**src/rtl/replica_sched_pkg.sv**
```systemverilog
// ---------------------------------------------------------------------------
// replica_sched_pkg
// Shared types for the replica-exchange sequencer.
//   opt_command_t : even/odd pairing parity handed to the opt datapath
//   sched_state_t : sequencer FSM states, fixed 3-bit encoding
//   flip_command  : helper returning the opposite pairing parity
// ---------------------------------------------------------------------------
package replica_sched_pkg;

   typedef enum logic {
      OR0 = 1'b0,
      OR1 = 1'b1
   } opt_command_t;

   typedef enum logic [2:0] {
      IDLE      = 3'd0,
      OPT_ISSUE = 3'd1,
      OPT_WAIT  = 3'd2,
      TEST      = 3'd3,
      EXCH      = 3'd4,
      XFER      = 3'd5,
      FIN       = 3'd6,
      SHIFT     = 3'd7
   } sched_state_t;

   function automatic opt_command_t flip_command(input opt_command_t cmd);
      return (cmd == OR0) ? OR1 : OR0;
   endfunction

endpackage

```
**src/rtl/replica_sched.sv**
```systemverilog
// ---------------------------------------------------------------------------
// replica_sched
// Top-level sequencer for the replica-exchange array. Each iteration issues
// one optimization sweep, waits for it, pulses the exchange test, latches the
// exchange command, holds a fixed transfer window and flips the pairing
// parity. In idle it can instead run the replica-order shift.
//
// Ports
//   clk, reset        : clock, asynchronous active-low reset
//   start, abort      : run control (start sampled in IDLE only)
//   iter_num          : iterations to run, captured on an accepted start
//   opt_start/opt_done: sweep launch pulse / sweep complete pulse
//   replica_run       : replicas register their exchange test result
//   exchange_run      : replicas latch the exchange command
//   exchange_valid    : exchange window, first transfer cycle only
//   opt_command       : pairing parity (OR0/OR1), persists across runs
//   shift_req         : request an ordering shift (sampled in IDLE only)
//   exchange_shift_d  : ordering shift enable, replica_num cycles
//   busy, done        : not idle / one-cycle run completion pulse
//   iter_cnt          : completed iterations of the current run
// ---------------------------------------------------------------------------
module replica_sched
   import replica_sched_pkg::*;
#(
   parameter int replica_num = 32,
   parameter int xfer_len    = 8,
   parameter int CW          = 24
) (
   input  logic          clk,
   input  logic          reset,
   input  logic          start,
   input  logic          abort,
   input  logic [CW-1:0] iter_num,
   output logic          opt_start,
   input  logic          opt_done,
   output logic          replica_run,
   output logic          exchange_run,
   output logic          exchange_valid,
   output opt_command_t  opt_command,
   input  logic          shift_req,
   output logic          exchange_shift_d,
   output logic          busy,
   output logic          done,
   output logic [CW-1:0] iter_cnt
);

   localparam int XW = $clog2(xfer_len + 1);
   localparam int SW = $clog2(replica_num + 1);
   localparam logic [XW-1:0] XFER_LAST  = XW'(xfer_len - 1);
   localparam logic [SW-1:0] SHIFT_LAST = SW'(replica_num - 1);

   sched_state_t  state;
   logic [XW-1:0] xfer_cnt;
   logic [SW-1:0] shift_cnt;
   logic [CW-1:0] iter_target;

   // Sequencer FSM. Every output is a flop set on the transition into the
   // state that owns it, so pulses line up with the state they belong to.
   always_ff @(posedge clk or negedge reset) begin
      if (!reset) begin
         state            <= IDLE;
         xfer_cnt         <= '0;
         shift_cnt        <= '0;
         iter_target      <= '0;
         iter_cnt         <= '0;
         opt_command      <= OR0;
         opt_start        <= 1'b0;
         replica_run      <= 1'b0;
         exchange_run     <= 1'b0;
         exchange_valid   <= 1'b0;
         exchange_shift_d <= 1'b0;
         busy             <= 1'b0;
         done             <= 1'b0;
      end else begin
         // single-cycle pulses fall unless the transition below re-arms one
         opt_start      <= 1'b0;
         replica_run    <= 1'b0;
         exchange_run   <= 1'b0;
         exchange_valid <= 1'b0;
         done           <= 1'b0;
         if (abort && (state != IDLE)) begin
            // abandon the run: parity and iteration count keep their values
            state            <= IDLE;
            busy             <= 1'b0;
            exchange_shift_d <= 1'b0;
         end else begin
            case (state)
               IDLE: begin
                  if (start) begin
                     // start has priority; a simultaneous shift_req is dropped
                     iter_target <= iter_num;
                     iter_cnt    <= '0;
                     busy        <= 1'b1;
                     if (iter_num == '0) begin
                        state <= FIN;
                        done  <= 1'b1;
                     end else begin
                        state     <= OPT_ISSUE;
                        opt_start <= 1'b1;
                     end
                  end else if (shift_req) begin
                     state            <= SHIFT;
                     shift_cnt        <= '0;
                     busy             <= 1'b1;
                     exchange_shift_d <= 1'b1;
                  end else begin
                     state <= IDLE;
                  end
               end
               OPT_ISSUE: state <= OPT_WAIT;
               OPT_WAIT: begin
                  if (opt_done) begin
                     state       <= TEST;
                     replica_run <= 1'b1;
                  end else begin
                     state <= OPT_WAIT;
                  end
               end
               TEST: begin
                  state        <= EXCH;
                  exchange_run <= 1'b1;
               end
               EXCH: begin
                  // exchange_valid marks only the first transfer cycle
                  state          <= XFER;
                  xfer_cnt       <= '0;
                  exchange_valid <= 1'b1;
               end
               XFER: begin
                  if (xfer_cnt == XFER_LAST) begin
                     opt_command <= flip_command(opt_command);
                     iter_cnt    <= iter_cnt + CW'(1'b1);
                     if ((iter_cnt + CW'(1'b1)) == iter_target) begin
                        state <= FIN;
                        done  <= 1'b1;
                     end else begin
                        state     <= OPT_ISSUE;
                        opt_start <= 1'b1;
                     end
                  end else begin
                     xfer_cnt <= xfer_cnt + XW'(1'b1);
                  end
               end
               FIN: begin
                  state <= IDLE;
                  busy  <= 1'b0;
               end
               SHIFT: begin
                  if (shift_cnt == SHIFT_LAST) begin
                     state            <= IDLE;
                     busy             <= 1'b0;
                     exchange_shift_d <= 1'b0;
                  end else begin
                     shift_cnt <= shift_cnt + SW'(1'b1);
                  end
               end
               default: begin
                  state            <= IDLE;
                  busy             <= 1'b0;
                  exchange_shift_d <= 1'b0;
               end
            endcase
         end
      end
   end

endmodule
```
**config.mk**
```make
export PLATFORM = sky130hd
export DESIGN_NAME = replica_sched
export DESIGN_NICKNAME = d
export VERILOG_FILES = /design/src/rtl/replica_sched_pkg.sv /design/src/rtl/replica_sched.sv
export SDC_FILE = /design/constraint.sdc
export NUM_CORES = 1
export LEC_CHECK = 0
export ABC_AREA = 1
export BUFFER_PORTS_ARGS = -buffer_cell sky130_fd_sc_hd__buf_2
export CAP_MARGIN = 20
export CELL_PAD_IN_SITES_DETAIL_PLACEMENT = 0
export CELL_PAD_IN_SITES_GLOBAL_PLACEMENT = 1
export CORE_MARGIN = 10
export CORE_UTILIZATION = 35
export CTS_CLUSTER_DIAMETER = 120
export DETAILED_ROUTE_END_ITERATION = 7
export GPL_TIMING_DRIVEN = 1
export PLACE_DENSITY_LB_ADDON = 0.15
export SLEW_MARGIN = 20
export SYNTH_ARGS = -nofsm -noshare
export SYNTH_HDL_FRONTEND = slang
export SYNTH_SLANG_ARGS = --single-unit
```
**constraint.sdc**
```tcl
create_clock -name clk -period 2.8 [get_ports clk]
set_input_delay 0 -clock clk [delete_from_list [all_inputs] [get_ports clk]]
set_output_delay 0 -clock clk [all_outputs]
set_load 0.1 [all_outputs]
```
==> results, run 1 <==
- The leading area contributor after synthesis is sky130_fd_sc_hd__dfrtp_1.
- The path class of the lowest-slack min-delay path is primary input to register.
- The first global-routing pass estimated approximately 22000 µm of wire.
- The via count of the first global-routing pass is approximately 4400.
- Clock-pin slew was measured on the worst setup and hold paths at around 0.06 ns.
- Synthesis handed over a netlist of approximately 600 instances.
- Summed over all nets, the half-perimeter wirelength after detailed placement is 10100 µm.
- After floorplanning, the core was divided into 39 placement rows.
- The final critical path takes up 86.4% of the cycle.
- Power spread over the standard cell area amounts to approximately 780 nW/µm².
- The critical path goes through ha_1, nand3_1, inv_2, nand3_1, nor2_1, nand2_1, nand2_1, nand2_1, nand2_1, nand3_1, nor2_1, nand2_1, nand2_1, nand2_1, nand2_1, nand2_1.
- The total number of vias is around 4300.
- The top-level I/O count is just over 60.
- The H-tree level count is 3.
- The leakage power summed over all cells is 2.59 nW.
- The growth of design area from synthesis to finish is 26.1%.
- In this run, the number of DRC markers left after iteration 0 of detailed routing was approximately 280.
- IR analysis of the VDD net gives a maximum drop of 0.559 mV.
- The slowest stage of the critical path belongs to the cell sky130_fd_sc_hd__dfrtp_1.
- The total inserted antenna cells is 0.
- The startpoint type of the worst setup path is a register.
- The sequential share of the synthesized area is approximately two fifths.
- Measured against its own limit, the worst slew margin works out to a little under two fifths.
- TritonCTS built the clock tree.
- The die is between 100 and 150 µm tall.
- Setup violations remaining at the end of the flow were counted as 0.
- By instance count, the cell type seen most on the critical path is sky130_fd_sc_hd__nand2_1.
- Buffers placed on the I/O ports in this run total between 60 and 70.
- The remaining antenna violation count is 0.
- The per-instance average area after synthesis is a little under 7 µm².
- Once the clock tree was built, the resizer swapped 0 gates to a different size.
- The synthesized design contains 0 enable-type register cells.
- The die footprint is around 17000 µm².
- The critical path arrival is approximately 2.7 ns.
- The final layout contains about 740 nets.
- For this run, the leading register cell type out of synthesis is sky130_fd_sc_hd__dfrtp_1.
- The number of sinks handled by clock tree synthesis is 69.
- After floorplanning, the core was sized to cover 11600 µm².
- The finished layout holds ~850 standard cells, fillers aside.
- In this run the clock root is driven by a sky130_fd_sc_hd__clkbuf_16.
- The cell area that synthesis handed to floorplanning was between 4000 and 5000 µm².
- At the pin with the least slew margin, the transition time is a little over 0.9 ns.
- The startpoint-to-endpoint class of the critical path is register to register.
- Cells fill between 40% and 50% of the core in the end.
- Buffers added to address setup during post-CTS repair amount to 0.
- For this block, the routed nets add up to roughly 14000 µm of wire.
- The later pin in the worst-skew pair is clocked with a latency of around 0.34 ns.
- Counting flops with an async set or reset pin after synthesis yields a share of 100%.
- The run finished with clean final reports.
- The number of maximum-capacitance constraint violations is 0.
- At the worst endpoint, the required time is approximately 3.0 ns.
- At the end of routability-driven placement, the weighted congestion stood at 0.897.
- The cell count after placement is around 810.
- The horizontal extent of the die is about 130 µm.
- Entering global routing, the biggest net connects 70 pins.
- Using the TritonRoute via totals, the vias-per-cell ratio works out to 5.01.
- On the worst path, the slowest cell contributes a delay of roughly 0.48 ns.
- The number of nets handed over by synthesis was between 600 and 700.
- The post-route DRC violation count is 0.
- The TritonCTS buffer count is 9.
- The clock skew is around 0.0074 ns.
- The initial utilization of the core area, before any placement, comes to 36.1%.
- The final max-slew violation count is 0.
- In the final timing run, aggregate negative setup slack is 0 ns.
- Along the worst path, the maximum fanout reaches 8.
- Before antenna repair, the detailed router went through 5 iterations.
- The kind of end point of the critical path is a register.
- After synthesis, the cell types taking the most area are sky130_fd_sc_hd__dfrtp_1 (41%), sky130_fd_sc_hd__nand2_1 (20%), sky130_fd_sc_hd__nand3_1 (7.0%).
- The number of failing hold endpoints at the final stage is 0.
- The clock passes through at most 2 buffers.
- The initial antenna violation count is 0.
- Setup repair after global routing left no endpoint under its margin.
- The post-synthesis cell type count is 33.
- For this run, the number of Yosys warnings is 0.
- After clock tree synthesis, the flow added hold-fix buffers numbering 27.
- After detailed routing, the average wire length per cell comes to 15.9 µm.
- The area share of the leading cell type in the synthesized netlist is between 40% and 50%.
- The shortest period the worst path allows is 2.42 ns.
- Derived from the worst setup path, the maximum achievable clock frequency is approximately 410 MHz.
- The post-route netlist has between 10% and 20% of its cells at a drive strength greater than 1.
- The total congestion overflow is 0.
- In this run, synthesis produced a sequential element count of 69.
- For this run, the total global-route usage over all layers was measured as about 17%.
==> placed cells by master, fill, tap and decap left out, drive strengths merged <==
cell,Yosys,routed
a32o,2,2
and2,3,3
a211oi,1,1
nand3,59,59
o21bai,1,1
buf,2,65
o21a,1,1
a21oi,13,13
bufinv,0,2
xnor2,1,1
clkbuf,6,12
ha,3,3
nand3b,7,7
dfrtp,69,69
clkinv,0,2
dlygate4sd3,0,27
xor2,5,5
nand4,7,7
mux2i,1,1
a31oi,1,1
o21ai,28,28
nor3,4,4
nor2,66,66
a21o,1,1
o22ai,22,22
nor4,6,6
nand2,225,225
inv,75,75
==> cell usage after synthesis, types with 2 or more instances <==
library cell / count
sky130_fd_sc_hd__nand2_2: 3
sky130_fd_sc_hd__nor2_1: 56
sky130_fd_sc_hd__inv_1: 70
sky130_fd_sc_hd__nand2_1: 222
sky130_fd_sc_hd__nor2_2: 6
sky130_fd_sc_hd__xor2_1: 5
sky130_fd_sc_hd__nor4_1: 6
sky130_fd_sc_hd__o21ai_0: 27
sky130_fd_sc_hd__clkbuf_1: 6
sky130_fd_sc_hd__inv_2: 5
sky130_fd_sc_hd__buf_2: 2
sky130_fd_sc_hd__nor2_4: 4
sky130_fd_sc_hd__a21oi_1: 12
sky130_fd_sc_hd__and2_1: 3
sky130_fd_sc_hd__dfrtp_1: 69
sky130_fd_sc_hd__nand3_1: 58
sky130_fd_sc_hd__nand3b_1: 7
sky130_fd_sc_hd__ha_1: 3
sky130_fd_sc_hd__nor3_1: 3
sky130_fd_sc_hd__nand4_1: 7
sky130_fd_sc_hd__a32o_1: 2
sky130_fd_sc_hd__o22ai_1: 22
==> stage by stage <==
stage          hold WS [ns]  total power, mW  area [µm²]  setup slack [ns]
3_5_place_dp          0.222             2.83        4670             0.363
4_1_cts              0.0711             4.15        5270             0.368
5_1_grt               0.145             4.43        5270             0.129
6_report             0.0780             4.12        5270             0.382
2_1_floorplan        -0.296             2.41        4170            0.0976
3_3_place_gp          0.217             2.83        4670             0.451
==> power by group <==
group	internal, mW	switching [mW]	leakage [nW]
logic	0.444	0.989	1.51
clock network	0.826	0.451	0.163
registers	1.23	0.179	0.913
total	2.50	1.62	2.59
==> flip-flops by register name, indices dropped and copies added (netlist names) <==
signal,flops
opt_command,1
iter_cnt,24
replica_run,1
busy,1
exchange_run,1
state,3
opt_start,1
shift_cnt,6
exchange_shift_d,1
xfer_cnt,4
done,1
exchange_valid,1
iter_target,24
==> worst max-delay path, delay by kind of cell (launching register included) <==
| family | cells | cell delay [ns] |
|---|---|---|
| and+or+nand+nor | 14 | 1.43 |
| buffers and inverters | 1 | 0.18 |
| adders and majority gates | 1 | 0.24 |
| DFF | 1 | 0.48 |
==> per-layer routing <==
layer,part of all wire [%],track usage [%],vias up
li1,-,-,2173
met1,46,21.3,1969
met2,47,27.7,108
met3,5.8,4.24,15
met4,2.0,6.49,0
met5,0,0,-
==> layout make-up <==
| cell class | count | area (µm²) |
|---|---|---|
| Clock buffer | 12 | 256 |
| Clock inverter | 4 | 70.1 |
| Fill cell | 1187 | 6300 |
| Inverter | 75 | 282 |
| Multi-Input combinational cell | 457 | 2130 |
| Sequential cell | 69 | 1730 |
| Tap cell | 143 | 179 |
| Timing Repair Buffer | 92 | 618 |
==> logic make-up (layout without fill, tap and decap cells) <==
kind of cell,count (synthesis),in the layout,share of synthesized area [%]
buf+inv,83,183,7.52
xor+xnor,6,6,1.26
compound gates,70,70,9.83
flops,69,69,41.4
fa+ha+maj,3,3,0.899
mux,1,1,0.240
simple gates,377,377,38.9
==> path summary, 6_finish.rpt <==
kind / start / depth (start not counted) / slack [ns] / end
setup reg to reg: iter_cnt[0] / 16 / 0.38 / state[0]
setup / recovery: iter_cnt[0] / 16 / 0.38 / state[0]
hold reg to reg: opt_command / 1 / 0.47 / opt_command
hold / removal: shift_req / 5 / 0.08 / busy
max in group asynchronous: reset / 3 / 1.78 / exchange_run
min in group asynchronous: reset / 3 / 0.42 / iter_target[9]
(Power assumes the default switching activity.)
==> inputs of run 2 (changes only) <==
BUFFER_PORTS_ARGS = -buffer_cell sky130_fd_sc_hd__buf_4   (was -buffer_cell sky130_fd_sc_hd__buf_2)
==> run 2 against run 1 <==
Net effect:
- fmax is 0.24% higher
- non-clock buffer count is 1 lower
- register-to-register slack hardly changed
- sequential power hardly changed
==> results, run 2 (synthesis results as in run 1) <==
- The number of search-and-repair iterations in the first detailed-routing pass is 5.
- The final max-slew violation count is 0.
- Global routing used ~22% of the available met1 tracks.
- The number of failing hold endpoints at the final stage is 0.
- The detailed placer's ending HPWL is roughly 10000 µm.
- At the end of routability-driven placement, the weighted congestion stood at 0.869.
- For the worst setup path, the data arrival time is about 2.6 ns.
- In the routed layout, each cell is associated on average with a via count of just over 5.
- The required time at the endpoint of the critical path is about 3 ns.
- The cell type of the slowest stage on the worst timing path is sky130_fd_sc_hd__dfrtp_1.
- The total congestion overflow is 0.
- The fraction of layout instances using a drive strength above 1 is between 10 and 15%.
- The detailed router placed 4300 vias in this run.
- The placeable core region is 11600 µm².
- The top-level I/O count is a little over 60.
- The overall routed net length is 13500 µm.
- The shortest period the worst path allows is about 2.4 ns.
- The global-route layer with the greatest usage is met2.
- The summed negative setup slack over all endpoints is 0 ns.
- CTS built an H-tree with a depth of 3.
- The maximum number of pins on one net before global-route repair is 70.
- The clock skew is approximately 0.0075 ns.
- The routed wirelength normalized by instance count is 15.9 µm.
- The leakage power summed over all cells is about 2.6 nW.
- The repair_antennas step left the layout with diodes totalling 0.
- The number of maximum-capacitance constraint violations is 0.
- In this run the register-to-register setup slack is about 0.39 ns.
- Counting instances, the worst hold path has a depth of 5.
- The worst register-to-register path has a depth of 16.
- Of all nets on the critical path, the largest fanout is 8.
- At the later pin of the worst-skew pair, clock insertion delay measures around 0.35 ns.
- The critical path is of the register to register type.
- The root buffer cell is sky130_fd_sc_hd__clkbuf_16.
- The worst path uses 86.2% of the clock period.
- The worst hold path terminates at busy.
- The min-delay analysis places its worst path in the category primary input to register.
- The met3 routing resource usage after global routing is a little over 4%.
- The via count of the first global-routing pass is 4300.
- The total number of nets in the final design is 736.
- The critical path's most frequent cell is sky130_fd_sc_hd__nand2_1.
- The first global-routing pass estimated roughly 22000 µm of wire.
- The delay of the slowest cell on the worst path is between 0.4 and 0.5 ns.
- The count of endpoints failing setup in the final report is 0.
- The final design utilization is 47.1%.
- The startpoint type of the worst setup path is a register.
- Global routing used ~17% of the available tracks.
- TritonCTS built the clock tree.
- The top cell types in the final layout, fill and taps aside, are sky130_fd_sc_hd__nand2_1 (222), sky130_fd_sc_hd__inv_1 (70), sky130_fd_sc_hd__dfrtp_1 (69).
- The initial antenna violation count is 0.
- The slew at the pin with the worst max-slew slack is ~0.96 ns.
- The initial core utilization is 36.1%.
- Based on the critical path, the design can be clocked at up to about 410 MHz.
- The die footprint is between 15000 and 20000 µm².
- The DRC marker count from the first detailed-route iteration is ~290.
- The kind of end point of the critical path is a register.
- During placement, the flow inserted port buffers numbering 61.
- The clock-pin slew reported for the worst setup and hold paths after clock tree synthesis is ~0.060 ns.
- In this run the tightest slew margin relative to its limit is between 30% and 40%.
- The post-route DRC violation count is 0.
- The worst voltage drop across the vdd grid is between 0.5 and 0.6 mV.
- The critical hold path startpoint is shift_req.
- CTS saw 69 sinks.
- The power per cell area is a little under 800 nW/µm².
- The floorplan step set the die width to 129 µm.
- The critical path goes through ha_1, nand3_1, inv_2, nand3_1, nor2_1, nand2_1, nand2_1, nand2_1, nand2_1, nand3_1, nor2_1, nand2_1, nand2_1, nand2_1, nand2_1, nand2_1.
- The buffer depth of the longest clock path is 2.
- The worst register-to-register path begins at iter_cnt[0].
- The flow ran to the end, and the final reports show no timing, DRC or antenna violations.
- In the final layout, the registers with the most flip-flops are iter_cnt (24), iter_target (24), shift_cnt (6).
- The number of cell rows is 39.
- For met2 alone, demand over resource in global routing was between 20% and 30%.
- Setup repair after global routing left no endpoint under its margin.
- The TritonCTS buffer count is 9.
- The growth of design area from synthesis to finish is 30.4%.
- The endpoint of the worst register-to-register path is state[0].
- The vertical extent of the die is 129 µm.
- The library cell used most frequently in the layout, excluding fill and tap cells, is sky130_fd_sc_hd__nand2_1.
- The post-layout total power is ~4.3 mW.
- The remaining antenna violation count is 0.
[run 2: changes by cell type in the layout (fill, tap and decap cells not counted), sizes merged]
cell	before	now
clkinv	2	0
clkbuf	12	13
bufinv	2	3
buf	65	64
[run 2: worst max path at each step]
stage | startpoint | cells past startpoint | end | slack [ns]
floorplan | iter_cnt[0] | 16 | state[0] | 0.1
global placement | iter_cnt[0] | 16 | state[0] | 0.42
detailed placement | iter_cnt[0] | 16 | state[0] | 0.39
CTS | iter_cnt[0] | 16 | state[0] | 0.37
global route | iter_cnt[0] | 16 | state[0] | 0.04
finish | iter_cnt[0] | 16 | state[0] | 0.39
[run 2: metal layers]
metal	up-vias	part of all wire, %
li1	2158	-
met1	2002	46
met2	118	46
met3	22	5.9
met4	0	2.4
met5	-	0
[run 2: repair_timing]
item	4_1_cts	5_1_grt
resized for setup	0	0
setup buffers	0	0
hold endpoints to repair	96	0
hold buffers	27	0
[run 2: final cells by class]
cell class | count | area [µm²]
clock buffers | 13 | 270
clock inverters | 3 | 90.1
fillers | 1189 | 6120
inverters | 75 | 282
multi-input cells | 457 | 2130
flip-flops and latches | 69 | 1730
well taps | 143 | 179
repair buffers | 91 | 763
[run 2: critical path, delay by kind of cell, from the launching register on]
family / cells / cell delay, ns
adder cells (fa/ha/maj): 1 / 0.24
flip-flops: 1 / 0.47
buffers and inverters: 1 / 0.18
AND/OR/NAND/NOR: 14 / 1.41
[run 2: metrics by stage]
| stage | cell area, µm² | hold WS (ns) | cells | setup WS, ns |
|---|---|---|---|---|
| global route | 5440 | 0.117 | 851 | 0.0350 |
| detailed placement | 4810 | 0.218 | 808 | 0.390 |
| global placement | 4810 | 0.215 | 808 | 0.417 |
| floorplan | 4170 | -0.296 | 609 | 0.0976 |
| finish | 5440 | 0.0829 | 851 | 0.388 |
| CTS | 5440 | 0.0747 | 851 | 0.369 |
[run 2: where the power goes]
part	total, mW	switching (mW)	internal, mW	leakage (nW)
Clock	1.39	0.450	0.944	0.176
Sequential	1.41	0.175	1.23	0.913
Combinational	1.47	1.00	0.470	1.53
==> inputs of run 3 (changes only) <==
BUFFER_PORTS_ARGS = default   (was -buffer_cell sky130_fd_sc_hd__buf_4)
CORE_MARGIN = 5   (was 10)
DONT_BUFFER_PORTS = 1   (was default)
MAX_ROUTING_LAYER = met4   (was default)
==> run 3 against run 2 <==
Net effect:
- count of clock-buffer cells in the layout down 2
- total power down 4.8%
- cell count fell by 3.9%
- critical path depth is the same
- hold slack got worse by 0.076 ns
- first-iteration DRC count shrank 4.2%
- worst setup slack gained 0.042 ns
- clock skew shrank 0.00098 ns
- largest power group is now sequential cells
- highest routed layer unchanged
==> results, run 3 (synthesis results as in run 1) <==
- The count of nets left with antenna violations once routing finished came out at 0.
- The root buffer cell is sky130_fd_sc_hd__clkbuf_16.
- In the routed design, unresolved DRC markers number 0.
- The worst setup path is captured at a register.
- Buffers inserted during clock tree synthesis total 9.
- The initial antenna violation count came to 0.
- After global routing the overflow that remains totals 0.
- The buffer depth of the longest clock path is 2.
- The internal portion of the total power is ~2.5 mW.
- The library cells used most frequently in the layout, excluding fill and tap cells, are sky130_fd_sc_hd__nand2_1 (222), sky130_fd_sc_hd__inv_1 (70), sky130_fd_sc_hd__dfrtp_1 (69).
- The startpoint type of the worst setup path is a register.
- Global routing consumed, over all layers together, about 20% of the routing resources.
- At the worst endpoint, the arrival time is 2.60 ns.
- The summed negative setup slack over all endpoints is 0 ns.
- The pre-antenna-repair detailed-routing pass consisted of 5 iterations.
- The quantity of gates resized following cts is 0.
- From bottom edge to top edge, the die measures 119 µm.
- In this run, the clock network consumes roughly 31% of the power.
- The total number of nets in the final design is 704.
- For the worst flop-to-flop path, the logic depth is 16.
- The TritonCTS clock tree is yes.
- In the final routed layout, each cell accounts on average for ~16 µm.
- The top-level I/O count is 62.
- The detailed router finished its first iteration with between 200 and 300 violations.
- Headroom to the max-slew limit came out at a little under two fifths.
- For this run, the slowest stage of the critical path takes 0.40 ns.
- The worst hold path terminates at done.
- The final max-slew violation count was 0.
- Row generation in the floorplan step produced 39 rows.
- The worst register-to-register path begins at iter_cnt[1].
- The number of input and output port buffers inserted is 0.
- The leakage power summed over all cells is between 2 and 2.5 nW.
- Dividing total power by cell area gives a power density of 785 nW/µm².
- The most numerous cell type found on the critical path is sky130_fd_sc_hd__nand2_1.
- On the final layout, the worst clock skew is roughly 0.0065 ns.
- The critical hold path startpoint is iter_num[14].
- The most common cell after layout, fill and taps aside is sky130_fd_sc_hd__nand2_1.
- The worst reg-to-reg setup slack is approximately 0.43 ns.
- Subtracting the final worst setup slack from the clock period gives 2.37 ns.
- The total number of vias is 4112.
- Setup repair after global routing left no endpoint under its margin.
- The critical path goes through ha_1, nand3_1, inv_2, nand2_1, nor2_2, nand3_1, nand2_1, nand2_1, nand2_1, nand3_1, nor2_2, nand2_1, nand2_1, nand2_1, nand2_1, nand2_1.
- The floorplan step defined a die boundary enclosing approximately 14000 µm².
- The overall routed net length is between 10000 and 15000 µm.
- The share of power burned in registers is 36.6%.
- The cell type of the slowest stage on the worst timing path is sky130_fd_sc_hd__dfrtp_1.
- After clock tree synthesis, the clock-pin slew on the worst setup and hold paths is about 0.06 ns.
- The area growth from synthesis to layout is 24.3%.
- The number of sinks handled by clock tree synthesis is approximately 70.
- The path class of the tightest hold or removal check is primary input to register.
- Static timing analysis puts the maximum clock frequency at between 400 and 500 MHz.
- Summed over all nets, the switching power comes to about 1.6 mW.
- Dividing the final minimum period by the clock period gives between 80% and 90%.
- The insertion delay to the later sink of the worst-skew pair is approximately 0.35 ns.
- The layout has approximately 1200 filler cells.
- The non-filler instance count after layout is 818.
- The largest registers in the layout are iter_cnt (24), iter_target (24), shift_cnt (6).
- The initial core utilization is a little over a third.
- The final design utilization is around 45%.
- The detailed placer's ending HPWL is roughly 9600 µm.
- The congestion estimate from routability-driven global placement came to just over 0.9.
- The count of endpoints failing setup in the final report is 0.
- The combinational fraction of design power is about 33%.
- Net switching is 39.4% of the power.
- Counting tap cells, the placed design contains a total of between 700 and 800 instances.
- The maximum number of pins on one net before global-route repair is 70.
- The slew at the pin with the worst max-slew slack is ~0.93 ns.
- The hold-critical path depth is 4.
- The H-tree level count is 3.
- The total area of sequential cells is about 1700 µm².
- The horizontal extent of the die is about 120 µm.
- The worst-case IR drop observed on VDD is between 0.5 and 0.6 mV.
- The number of maximum-capacitance constraint violations is 0.
- The number of failing hold endpoints at the final stage is 0.
- STA puts the critical path data required time at about 3 ns.
- The repair_antennas step left the layout with diodes totalling 0.
- The endpoint of the worst register-to-register path is state[0].
- The via count of the first global-routing pass is approximately 4000.
- The critical path is of the register to register type.
- The area occupied by multi-input gates is roughly 2100 µm².
- The flow ran to the end, and the final reports show no timing, DRC or antenna violations.
- The placeable core region is ~12000 µm².
- The top fanout value on the critical path is 8.
- The fraction of layout instances using a drive strength above 1 is under 10%.
- The wire length of the first global-routing pass is around 21000 µm.
- Dividing the detail-routed via count by the number of cells gives 5.03.
## run 3: worst max path at each step
stage / start / to / slack, ns
6_report: iter_cnt[1] / state[0] / 0.43
4_1_cts: iter_cnt[1] / state[0] / 0.41
2_1_floorplan: iter_cnt[0] / state[0] / 0.1
5_1_grt: iter_cnt[1] / state[0] / 0.15
3_3_place_gp: iter_cnt[1] / state[0] / 0.46
3_5_place_dp: iter_cnt[1] / state[0] / 0.42
## run 3: layout make-up
class	count	area share, %
Sequential cell	69	33.3
Clock buffer	11	4.68
Tap cell	143	3.45
Timing Repair Buffer	59	10.5
Clock inverter	4	1.40
Multi-Input combinational cell	457	41.2
Inverter	75	5.43
## run 3: power groups by stage
stage	clock network [mW]	registers, mW	logic [mW]
finish	1.24	1.49	1.34
global route	1.31	1.52	1.53
CTS	1.27	1.49	1.36
detailed placement	0	1.50	1.29
global placement	0	1.51	1.29
floorplan	0	1.56	0.849
## run 3: critical path: cells and delay by family (launching register included)
family | cells | cell delay, ns
fa+ha+maj | 1 | 0.21
buf+inv | 1 | 0.18
flops | 1 | 0.40
simple gates | 14 | 1.46
## run 3: layer usage
metal	vias up	part of all wire (%)	GRT usage [%]
li1	2093	-	-
met1	1886	46	25.4
met2	112	45	29.9
met3	21	6.7	4.36
met4	0	2.2	7.53
met5	-	0	-
## run 3: timing repair
| item | 4_1_cts | 5_1_grt |
|---|---|---|
| hold buffers | 29 | 0 |
| setup buffers | 0 | 0 |
| setup endpoints to repair | 0 | 0 |
| hold endpoints to repair | 107 | 0 |
## run 3: metrics by stage
step / setup slack (ns) / hold slack (ns) / power (mW) / instance area [µm²]
3_3_place_gp: 0.458 / -0.292 / 2.79 / 4560
2_1_floorplan: 0.0976 / -0.296 / 2.41 / 4170
4_1_cts: 0.411 / 0.00381 / 4.12 / 5190
5_1_grt: 0.148 / 0.0499 / 4.36 / 5190
3_5_place_dp: 0.422 / -0.293 / 2.79 / 4560
6_report: 0.429 / 0.00729 / 4.07 / 5190
